**src/rtl/trace_stream_receiver.sv**
```systemverilog
// -----------------------------------------------------------------------------
// trace_stream_receiver
//
// Purpose:
//   AXI-Stream slave terminating the {pc, instr} trace stream. Accepted beats
//   go into a 2-entry skid FIFO and are presented on a valid/ready trace port.
//   In parallel the beat stream is checked against the programmed packet
//   length (tlast_interval) and the WFI end-of-program marker is detected.
//
// Ports:
//   clk, rst            clock, synchronous active-high reset
//   S_AXIS_tvalid/tready/tdata/tlast   AXI-Stream slave, tdata = {pc, instr}
//   tlast_interval      expected beats per packet, 0 disables framing checks
//   out_valid/out_ready valid/ready handshake of the trace port
//   out_pc/out_instr/out_last  head FIFO entry
//   program_finished    sticky, a WFI beat has been accepted
//   pkt_count/beat_count  accepted tlast beats / accepted beats (wrapping)
//   err_tlast_early/err_tlast_missing  sticky framing errors
//   clear_status        clears counters, flags, framing index and FSM state
// -----------------------------------------------------------------------------
module trace_stream_receiver #(
   parameter int XLEN           = 64,
   parameter int AXI_DATA_WIDTH = XLEN + 32,
   parameter int CNT_WIDTH      = 32
) (
   input  logic                      clk,
   input  logic                      rst,
   input  logic                      S_AXIS_tvalid,
   output logic                      S_AXIS_tready,
   input  logic [AXI_DATA_WIDTH-1:0] S_AXIS_tdata,
   input  logic                      S_AXIS_tlast,
   input  logic [31:0]               tlast_interval,
   output logic                      out_valid,
   input  logic                      out_ready,
   output logic [XLEN-1:0]           out_pc,
   output logic [31:0]               out_instr,
   output logic                      out_last,
   output logic                      program_finished,
   output logic [CNT_WIDTH-1:0]      pkt_count,
   output logic [CNT_WIDTH-1:0]      beat_count,
   output logic                      err_tlast_early,
   output logic                      err_tlast_missing,
   input  logic                      clear_status
);

   localparam logic [31:0] WFI_INSTR = 32'h0000_0001;

   typedef enum logic [1:0] {
      ST_IDLE      = 2'd0,
      ST_STREAMING = 2'd1,
      ST_FINISHED  = 2'd2
   } state_t;

   // handshakes and beat decode
   logic            accept_s;
   logic            pop_s;
   logic [XLEN-1:0] in_pc_s;
   logic [31:0]     in_instr_s;
   logic            is_wfi_s;

   // skid FIFO: head entry doubles as the output register
   logic [1:0]      occ_r;
   logic [1:0]      occ_next_s;
   logic [XLEN-1:0] head_pc_r;
   logic [31:0]     head_instr_r;
   logic            head_last_r;
   logic [XLEN-1:0] tail_pc_r;
   logic [31:0]     tail_instr_r;
   logic            tail_last_r;
   logic            tready_r;
   logic            out_valid_r;

   // framing, counters, status
   logic [31:0]          idx_r;
   logic [31:0]          idx_base_s;
   logic [31:0]          idx_next_s;
   logic [31:0]          interval_last_s;
   logic                 framing_on_s;
   logic                 early_set_s;
   logic                 miss_set_s;
   logic                 err_early_r;
   logic                 err_miss_r;
   logic [CNT_WIDTH-1:0] beat_count_r;
   logic [CNT_WIDTH-1:0] pkt_count_r;
   logic [CNT_WIDTH-1:0] beat_base_s;
   logic [CNT_WIDTH-1:0] pkt_base_s;

   // FSM
   state_t state_r;
   state_t state_base_s;
   state_t state_next_s;
   logic   finished_s;

   assign accept_s   = S_AXIS_tvalid & tready_r;
   assign pop_s      = out_valid_r & out_ready;
   assign in_pc_s    = S_AXIS_tdata[AXI_DATA_WIDTH-1:32];
   assign in_instr_s = S_AXIS_tdata[31:0];
   assign is_wfi_s   = (in_instr_s == WFI_INSTR);

   // FIFO occupancy after this edge's push/pop
   always_comb begin
      occ_next_s = occ_r;
      case ({accept_s, pop_s})
         2'b10:   occ_next_s = occ_r + 2'd1;
         2'b01:   occ_next_s = occ_r - 2'd1;
         default: occ_next_s = occ_r;
      endcase
   end

   // FIFO storage, occupancy and registered tready/out_valid
   always_ff @(posedge clk) begin
      if (rst) begin
         occ_r        <= 2'd0;
         head_pc_r    <= '0;
         head_instr_r <= 32'd0;
         head_last_r  <= 1'b0;
         tail_pc_r    <= '0;
         tail_instr_r <= 32'd0;
         tail_last_r  <= 1'b0;
         tready_r     <= 1'b0;
         out_valid_r  <= 1'b0;
      end else begin
         case ({accept_s, pop_s})
            2'b10: begin
               // empty: new beat becomes head; otherwise it queues behind
               if (occ_r == 2'd0) begin
                  head_pc_r    <= in_pc_s;
                  head_instr_r <= in_instr_s;
                  head_last_r  <= S_AXIS_tlast;
               end else begin
                  tail_pc_r    <= in_pc_s;
                  tail_instr_r <= in_instr_s;
                  tail_last_r  <= S_AXIS_tlast;
               end
            end
            2'b01: begin
               if (occ_r == 2'd2) begin
                  head_pc_r    <= tail_pc_r;
                  head_instr_r <= tail_instr_r;
                  head_last_r  <= tail_last_r;
               end else begin
                  head_pc_r    <= head_pc_r;
               end
            end
            2'b11: begin
               // push+pop: older tail advances before the new beat lands
               if (occ_r == 2'd2) begin
                  head_pc_r    <= tail_pc_r;
                  head_instr_r <= tail_instr_r;
                  head_last_r  <= tail_last_r;
                  tail_pc_r    <= in_pc_s;
                  tail_instr_r <= in_instr_s;
                  tail_last_r  <= S_AXIS_tlast;
               end else begin
                  head_pc_r    <= in_pc_s;
                  head_instr_r <= in_instr_s;
                  head_last_r  <= S_AXIS_tlast;
               end
            end
            default: begin
               head_pc_r <= head_pc_r;
            end
         endcase
         occ_r       <= occ_next_s;
         tready_r    <= (occ_next_s < 2'd2);
         out_valid_r <= (occ_next_s != 2'd0);
      end
   end

   // framing check; clear_status is applied first so a same-cycle beat counts on top
   always_comb begin
      idx_base_s      = clear_status ? 32'd0 : idx_r;
      interval_last_s = tlast_interval - 32'd1;
      framing_on_s    = (tlast_interval != 32'd0);
      idx_next_s      = idx_base_s;
      early_set_s     = 1'b0;
      miss_set_s      = 1'b0;
      if (accept_s) begin
         if (S_AXIS_tlast) begin
            idx_next_s  = 32'd0;
            // a WFI beat may legally close a packet short
            early_set_s = framing_on_s & (idx_base_s != interval_last_s) & ~is_wfi_s;
         end else if (framing_on_s && (idx_base_s == interval_last_s)) begin
            idx_next_s  = 32'd0;
            miss_set_s  = 1'b1;
         end else begin
            idx_next_s  = idx_base_s + 32'd1;
         end
         // WFI must end its packet; without tlast it is a missing-tlast error
         if (is_wfi_s && !S_AXIS_tlast) begin
            miss_set_s = 1'b1;
         end else begin
            miss_set_s = miss_set_s;
         end
      end else begin
         idx_next_s = idx_base_s;
      end
   end

   // counter bases after a possible clear
   always_comb begin
      if (clear_status) begin
         beat_base_s = '0;
         pkt_base_s  = '0;
      end else begin
         beat_base_s = beat_count_r;
         pkt_base_s  = pkt_count_r;
      end
   end

   // framing index, sticky flags and wrapping counters
   always_ff @(posedge clk) begin
      if (rst) begin
         idx_r        <= 32'd0;
         err_early_r  <= 1'b0;
         err_miss_r   <= 1'b0;
         beat_count_r <= '0;
         pkt_count_r  <= '0;
      end else begin
         idx_r        <= idx_next_s;
         err_early_r  <= (err_early_r & ~clear_status) | early_set_s;
         err_miss_r   <= (err_miss_r & ~clear_status) | miss_set_s;
         beat_count_r <= beat_base_s + {{(CNT_WIDTH-1){1'b0}}, accept_s};
         pkt_count_r  <= pkt_base_s + {{(CNT_WIDTH-1){1'b0}}, accept_s & S_AXIS_tlast};
      end
   end

   // FSM state register
   always_ff @(posedge clk) begin
      if (rst) begin
         state_r <= ST_IDLE;
      end else begin
         state_r <= state_next_s;
      end
   end

   // FSM next state; clear returns to IDLE before a same-cycle beat is applied
   always_comb begin
      state_base_s = clear_status ? ST_IDLE : state_r;
      state_next_s = state_base_s;
      if (accept_s && is_wfi_s) begin
         state_next_s = ST_FINISHED;
      end else if (accept_s && (state_base_s == ST_IDLE)) begin
         state_next_s = ST_STREAMING;
      end else begin
         state_next_s = state_base_s;
      end
   end

   // FSM outputs
   always_comb begin
      finished_s = 1'b0;
      case (state_r)
         ST_FINISHED: finished_s = 1'b1;
         default:     finished_s = 1'b0;
      endcase
   end

   assign S_AXIS_tready     = tready_r;
   assign out_valid         = out_valid_r;
   assign out_pc            = head_pc_r;
   assign out_instr         = head_instr_r;
   assign out_last          = head_last_r;
   assign program_finished  = finished_s;
   assign pkt_count         = pkt_count_r;
   assign beat_count        = beat_count_r;
   assign err_tlast_early   = err_early_r;
   assign err_tlast_missing = err_miss_r;

endmodule

```
**config.mk**
```make
export PLATFORM = sky130hd
export DESIGN_NAME = trace_stream_receiver
export DESIGN_NICKNAME = d
export VERILOG_FILES = /design/src/rtl/trace_stream_receiver.sv
export SDC_FILE = /design/constraint.sdc
export NUM_CORES = 1
export LEC_CHECK = 0
export BUFFER_PORTS_ARGS = -buffer_cell sky130_fd_sc_hd__clkbuf_2
export CORE_MARGIN = 2
export CORE_UTILIZATION = 40
export DETAILED_ROUTE_END_ITERATION = 6
export PLACE_DENSITY = 0.64
export SYNTH_ARGS = -nofsm -noshare
export SYNTH_HDL_FRONTEND = slang
export SYNTH_SLANG_ARGS = --single-unit
```
**constraint.sdc**
```tcl
create_clock -name clk -period 3.7 [get_ports clk]
set_clock_uncertainty 0.15 [all_clocks]
set_input_delay 0.555 -clock clk [delete_from_list [all_inputs] [get_ports clk]]
set_output_delay 0.555 -clock clk [all_outputs]
set_load 0.02 [all_outputs]
```
==> results of run 1 <==
## logic make-up (layout without fill, tap and decap cells)
group,Yosys count,in the layout,share of synthesized area
AND/OR/NAND/NOR,877,877,0.309
AO/OA/AOI/OAI,331,331,0.154
flip-flops,298,298,0.425
buffers and inverters,138,427,0.0386
XOR/XNOR,90,90,0.0571
adder cells (fa/ha/maj),11,11,0.00980
multiplexers,9,9,0.00641
## power by group through the flow
stage,clock network [mW],logic [mW],registers (mW)
after floorplan,0,1.25,4.32
after global placement,0,2.56,3.96
after detailed placement,0,2.60,3.98
after CTS,3.40,2.60,3.91
after global routing,3.53,2.84,3.97
final,3.32,2.57,3.91
## routing by layer
metal | share of wire | up-vias | global-route usage
met1 | 0.43 | 6709 | 0.297
li1 | - | 6771 | -
met5 | 0 | - | 0
met3 | 0.086 | 67 | 0.0652
met4 | 0.019 | 0 | 0.0583
met2 | 0.47 | 449 | 0.382
## final cells by class
| type | count | area, um2 |
|---|---|---|
| Sequential cell | 298 | 5970 |
| Tap cell | 455 | 569 |
| Fill cell | 3366 | 17200 |
| Clock buffer | 52 | 1050 |
| Timing Repair Buffer | 353 | 2020 |
| Multi-Input combinational cell | 1318 | 7590 |
| Clock inverter | 8 | 50.0 |
| Inverter | 14 | 52.6 |
## worst max-delay path, delay by kind of cell
kind	cells	cell delay [ns]
buffers and inverters	3	0.44
XOR/XNOR	1	0.26
adder cells (fa/ha/maj)	1	0.19
AO/OA/AOI/OAI	2	0.66
AND/OR/NAND/NOR	6	1.25
## Yosys cell counts (all sizes together) (11+ instances only)
cell,number
dfxtp,298
nand2,267
nor2,188
a21oi,129
nor3,126
clkbuf,109
a221oi,98
xnor2,62
nor2b,45
nand3,44
o21ai,42
nand2b,36
nand4,35
nor4,32
xor2,27
or3,26
a31oi,24
buf,15
nor3b,15
inv,14
and3,13
ha,11
## sequential cells by signal (all words and copies together), names as in the netlist
signal	cells
S_AXIS_tready	1
beat_count	32
err_tlast_early	1
err_tlast_missing	1
idx_r	32
occ_r	2
out_instr	32
out_last	1
out_pc	64
out_valid	1
pkt_count	32
state_r	2
tail_instr_r	32
tail_last_r	1
tail_pc_r	64
## final timing paths
check	to
worst max register to register	idx_r[28]$_SDFF_PP0_
worst min-delay path	tail_pc_r[29]$_SDFFE_PP0P_
worst min register to register	tail_instr_r[24]$_SDFFE_PP0P_
worst max-delay path	idx_r[3]$_SDFF_PP0_
## per-stage QoR
stage	instance area, um2	total power, mW	std cells	hold WS, ns	utilization
floorplan	14000	5.58	1754	0.286	-
global placement	16200	6.53	2438	0.291	0.469
detailed placement	16200	6.57	2438	0.296	0.469
CTS	17300	9.92	2498	0.0952	0.501
global route	17300	10.3	2498	0.111	0.501
finish	17300	9.81	2498	0.122	0.501
==> results.py, run 1 <==
metrics = {
    "synth": {
        "avgSynthCellArea_um2": 8.01,
        "synth_cells": 1754,
        "yosysWarnings": 0,
        "synth_seq_area_share": 0.425,
        "synth_edf_count": 0,
        "synth_area_leaders": "dfxtp_1 42%, nand2_1 7.1%, a221oi_1 6.1%",
        "synth.distinct_cells": 68,
        "synth_area_mm2": 0.0140,
        "async_flop_share": 0,
        "synth_ff_type": "dfxtp_1",
        "synth_nets": 1899,
        "synth_seq_cells": 298,
        "synth_top_area_frac": 0.425,
        "synth_largest_area_cell": "dfxtp_1",
    },
    "sta": {
        "hold_viol": 0,
        "rsz0062_at_grt": "no",
        "period_share": 0.840,
        "fin_crit_ns": 3.11,
        "timing.setup.tns_ns": 0,
        "slew_viol_final": 0,
        "tightest_slew_ns": 0.767,
        "worst_slack_ns": 0.591,
        "setup_violations": 0,
        "max_freq_mhz": 322,
        "slew_headroom": 0.489,
    },
    "run": {
        "maxCapViolCount": 0,
    },
    "floorplan": {
        "die-area_mm2": 0.0366,
        "dieWidth_um": 191,
        "io_pins": 300,
        "dieHeight_um": 191,
        "coreArea_mm2": 0.0345,
        "start_util": 0.407,
        "fp-row-count": 68,
    },
    "cells_and_area": {
        "mostFrequentLayoutCell": "dfxtp_1",
        "diodes": 0,
        "drive_gt1_frac": 0.211,
        "syn_to_final_growth_pct": 23.2,
        "layout.nets": 2165,
        "layout_common_cells": "298 x dfxtp_1, 297 x clkbuf_2, 265 x nand2_1, 186 x nor2_1, 129 x a21oi_1",
    },
    "detailed_routing": {
        "viasPerCell": 5.60,
        "drt_wl_total_mm": 43.3,
        "detail-route-antenna-nets": 0,
        "wl_per_cell_um": 17.3,
        "drc": 0,
        "drtIter0Drc": 920,
        "drt_first_pass_iters": 6,
        "route.vias.total": 13996,
    },
    "clock_network": {
        "clockRootBuffer": "clkbuf_16",
        "tritoncts": "yes",
        "cts_buffers": 35,
        "post_cts_resize_count": 0,
        "cts_hold_buffers": 0,
        "clock_path_buffers": 3,
        "htree_num_levels": 2,
        "clock_latency_ns": 0.52,
        "cts.sink_count": 298,
        "post_cts_buffers": 0,
        "clkTransAtPathRegs_ns": 0.06,
    },
    "power_and_ir_drop": {
        "switchingPower_mw": 3.30,
        "p_leak_nw": 6.58,
        "comb_power_share": 0.263,
        "switching_share": 0.336,
        "p_int_mw": 6.51,
        "power_frac_clock": 0.338,
        "seqPwrFrac": 0.399,
        "ir_drop_mv": 0.478,
        "p_per_area_mw_per_mm2": 567,
    },
    "critical_path": {
        "worstPathArrival_ns": 3.38,
        "r2r_start": "idx_r[0]$_SDFF_PP0_",
        "cp_slowest_cell": "o311a_1",
        "reg2reg_setup_slack_ns": 0.67,
        "critPathLaunchType": "primary input",
        "worstPathCellList": "clkbuf_2 -> inv_1 -> ha_1 -> nor3b_2 -> nand4_1 -> nor4_4 -> xnor3_1 -> nor4bb_1 -> o311a_1 -> nand4_2 -> buf_12 -> nand2_2 -> o32ai_1",
        "end_kind": "register",
        "slowest_delay_ns": 0.38,
        "worstPathRequired_ns": 3.97,
        "crit_fanout": 50,
        "reg2regPathDepth": 10,
        "crit_type": "in2reg",
        "startpoint": "tlast_interval[0]",
    },
    "min_path": {
        "hold-path-cell-count": 3,
        "hold_start": "S_AXIS_tdata[61]",
        "hold_path.class": "in2reg",
    },
    "grt": {
        "grt_pass1_wl_mm": 69.6,
        "grt_max_degree": 125,
        "grt-ovfl-total": 0,
        "antenna_found_initial": 0,
        "grt_usage": 0.231,
        "grt_pass1_vias": 13111,
    },
    "placed_design": {
        "gp_congestion": 0.871,
        "pre_cts_slack_ns": 0.103,
        "dp_hpwl_mm": 29.1,
        "port_buffers": 299,
    },
    "run_status": {
        "status": "finished clean",
    },
}
No activity file was read; power rests on OpenSTA's default activity.
==> run 2: changes to the inputs <==
PLACE_DENSITY = 0.62   (was 0.64)
clock period = 3.05 ns   (was 3.7 ns; I/O delays follow)
==> run 2 against run 1 <==
  * Worst hold slack got worse by 0.087 ns
  * Die area did not move
  * Total power rose by 23%
  * Global-route usage rose by 0.77 points
  * Sequential share of layout area fell by 2.2 points
  * Largest power group unchanged
  * Critical path type unchanged
==> results.py, run 2 (synthesized netlist as in run 1, its figures left out) <==
metrics = {
    "critical_path": {
        "startpoint": "tlast_interval[0]",
        "critPathLaunchType": "primary input",
        "end_kind": "register",
        "worstPathRequired_ns": 3.33,
        "worstPathCellList": "clkbuf_2 -> or4_1 -> nor4b_2 -> a21oi_1 -> a21oi_1 -> nand3b_1 -> nor4_4 -> nand4_4 -> buf_6 -> a211o_1 -> a21oi_1",
        "rr_endpoint": "idx_r[31]$_SDFF_PP0_",
        "crit_top_cell": "a21oi_1",
        "cp_top_family": "simple AND/OR/NAND/NOR gates",
        "reg2reg_setup_slack_ns": 0.16,
        "reg2regPathDepth": 10,
        "critPathCapture": "err_tlast_missing$_SDFF_PP0_",
        "slowest_delay_ns": 0.61,
        "crit_type": "in2reg",
        "crit_fanout": 8,
        "cp_slowest_cell": "or4_1",
        "cp.depth": 11,
        "r2r_start": "idx_r[1]$_SDFF_PP0_",
        "cp.buffers_inverters": 2,
        "worstPathArrival_ns": 3.19,
    },
    "sta": {
        "max_freq_mhz": 344,
        "setup_violations": 0,
        "fin_crit_ns": 2.90,
        "period_share": 0.952,
        "slew_viol_final": 0,
        "hold_viol": 0,
        "timing.setup.tns_ns": 0,
        "rsz0062_at_grt": "no",
        "slew_headroom": 0.232,
        "whs_ns": 0.0347,
        "tightest_slew_ns": 1.15,
    },
    "clock_network": {
        "tritoncts": "yes",
        "cts.sink_count": 298,
        "cts_hold_buffers": 0,
        "htree_num_levels": 2,
        "clkTransAtPathRegs_ns": 0.06,
        "cts_buffers": 35,
        "clockRootBuffer": "clkbuf_16",
        "clock_path_buffers": 3,
        "clock_latency_ns": 0.50,
    },
    "grt": {
        "antenna_found_initial": 0,
        "grt_pass1_wl_mm": 71.7,
        "grt_usage": 0.239,
        "grt_max_degree": 105,
        "grt_pass1_vias": 13845,
        "grt-ovfl-total": 0,
    },
    "detailed_routing": {
        "drtIter0Drc": 800,
        "drc": 0,
        "drt_first_pass_iters": 5,
        "detail-route-antenna-nets": 0,
        "wl_per_cell_um": 17.1,
        "viasPerCell": 5.47,
        "drt_wl_total_mm": 45.1,
        "route.vias.total": 14391,
    },
    "cells_and_area": {
        "layout_common_cells": "297 x clkbuf_2, 296 x dfxtp_1, 265 x nand2_1, 186 x nor2_1, 173 x buf_4",
        "layout.nets": 2298,
        "drive_gt1_frac": 0.267,
        "mostFrequentLayoutCell": "clkbuf_2",
        "syn_to_final_growth_pct": 31.6,
        "diodes": 0,
    },
    "power_and_ir_drop": {
        "ir_drop_mv": 0.569,
        "power.total_mw": 12.1,
        "p_per_area_mw_per_mm2": 654,
        "p_leak_nw": 7.27,
    },
    "run": {
        "maxCapViolCount": 0,
    },
    "floorplan": {
        "io_pins": 300,
        "die-area_mm2": 0.0366,
        "coreArea_mm2": 0.0345,
        "dieWidth_um": 191,
        "start_util": 0.407,
        "fp-row-count": 68,
        "dieHeight_um": 191,
    },
    "placed_design": {
        "gp_congestion": 0.875,
        "dp_hpwl_mm": 31.6,
        "port_buffers": 299,
    },
    "run_status": {
        "status": "finished clean",
    },
    "min_path": {
        "hold_path.class": "in2reg",
    },
}
## run 2: how the worst min path moves through the flow
stage / depth (start not counted) / endpoint / startpoint
after floorplan: 2 / tail_instr_r[0]$_SDFFE_PP0P_ / tail_instr_r[0]$_SDFFE_PP0P_
after global placement: 2 / tail_pc_r[48]$_SDFFE_PP0P_ / tail_pc_r[48]$_SDFFE_PP0P_
after detailed placement: 2 / tail_pc_r[44]$_SDFFE_PP0P_ / tail_pc_r[44]$_SDFFE_PP0P_
after CTS: 3 / tail_pc_r[57]$_SDFFE_PP0P_ / S_AXIS_tdata[89]
after global routing: 3 / tail_pc_r[20]$_SDFFE_PP0P_ / S_AXIS_tdata[52]
final: 3 / tail_pc_r[17]$_SDFFE_PP0P_ / S_AXIS_tdata[49]
## run 2: repair_timing
| action | in CTS | in global routing |
|---|---|---|
| setup buffers | 0 | 3 |
| resized for setup | 0 | 15 |
| setup endpoints to repair | 0 | 33 |
## run 2: cell type report
type / instances / area, um2
Clock buffer: 50 / 1030
Fill cell: 3367 / 16100
Tap cell: 455 / 569
Timing Repair Buffer: 486 / 3080
Inverter: 14 / 52.6
Sequential cell: 298 / 5970
Multi-Input combinational cell: 1318 / 7690
Clock inverter: 9 / 88.8
## run 2: where the power goes
group | total, mW | switching (mW) | internal, mW | leakage [nW]
clock | 4.08 | 1.63 | 2.44 | 0.557
sequential | 4.74 | 0.299 | 4.44 | 2.43
combinational | 3.27 | 2.11 | 1.17 | 4.28
## run 2: layer usage
metal  track usage  share of wire  up-vias
met5             0              0        -
met4        0.0746          0.028        0
met3        0.0698          0.082       87
met2         0.388           0.46      445
met1         0.305           0.43     6802
li1              -              -     7057
## run 2: through the flow
step                      std cells  utilization  setup slack (ns)  area [um2]
after global routing           2630        0.535           0.00589       18500
after CTS                      2627        0.533            0.0623       18400
final                          2630        0.535             0.146       18500
after detailed placement       2568        0.500            -0.456       17300
after global placement         2568        0.500            -0.368       17300
after floorplan                1754            -           -0.0936       14100
## run 2: worst min-delay path, delay by kind of cell
| family | cells | cell delay [ns] |
|---|---|---|
| buf+inv | 1 | 0.09 |
| simple gates | 1 | 0.05 |
| compound gates | 1 | 0.05 |
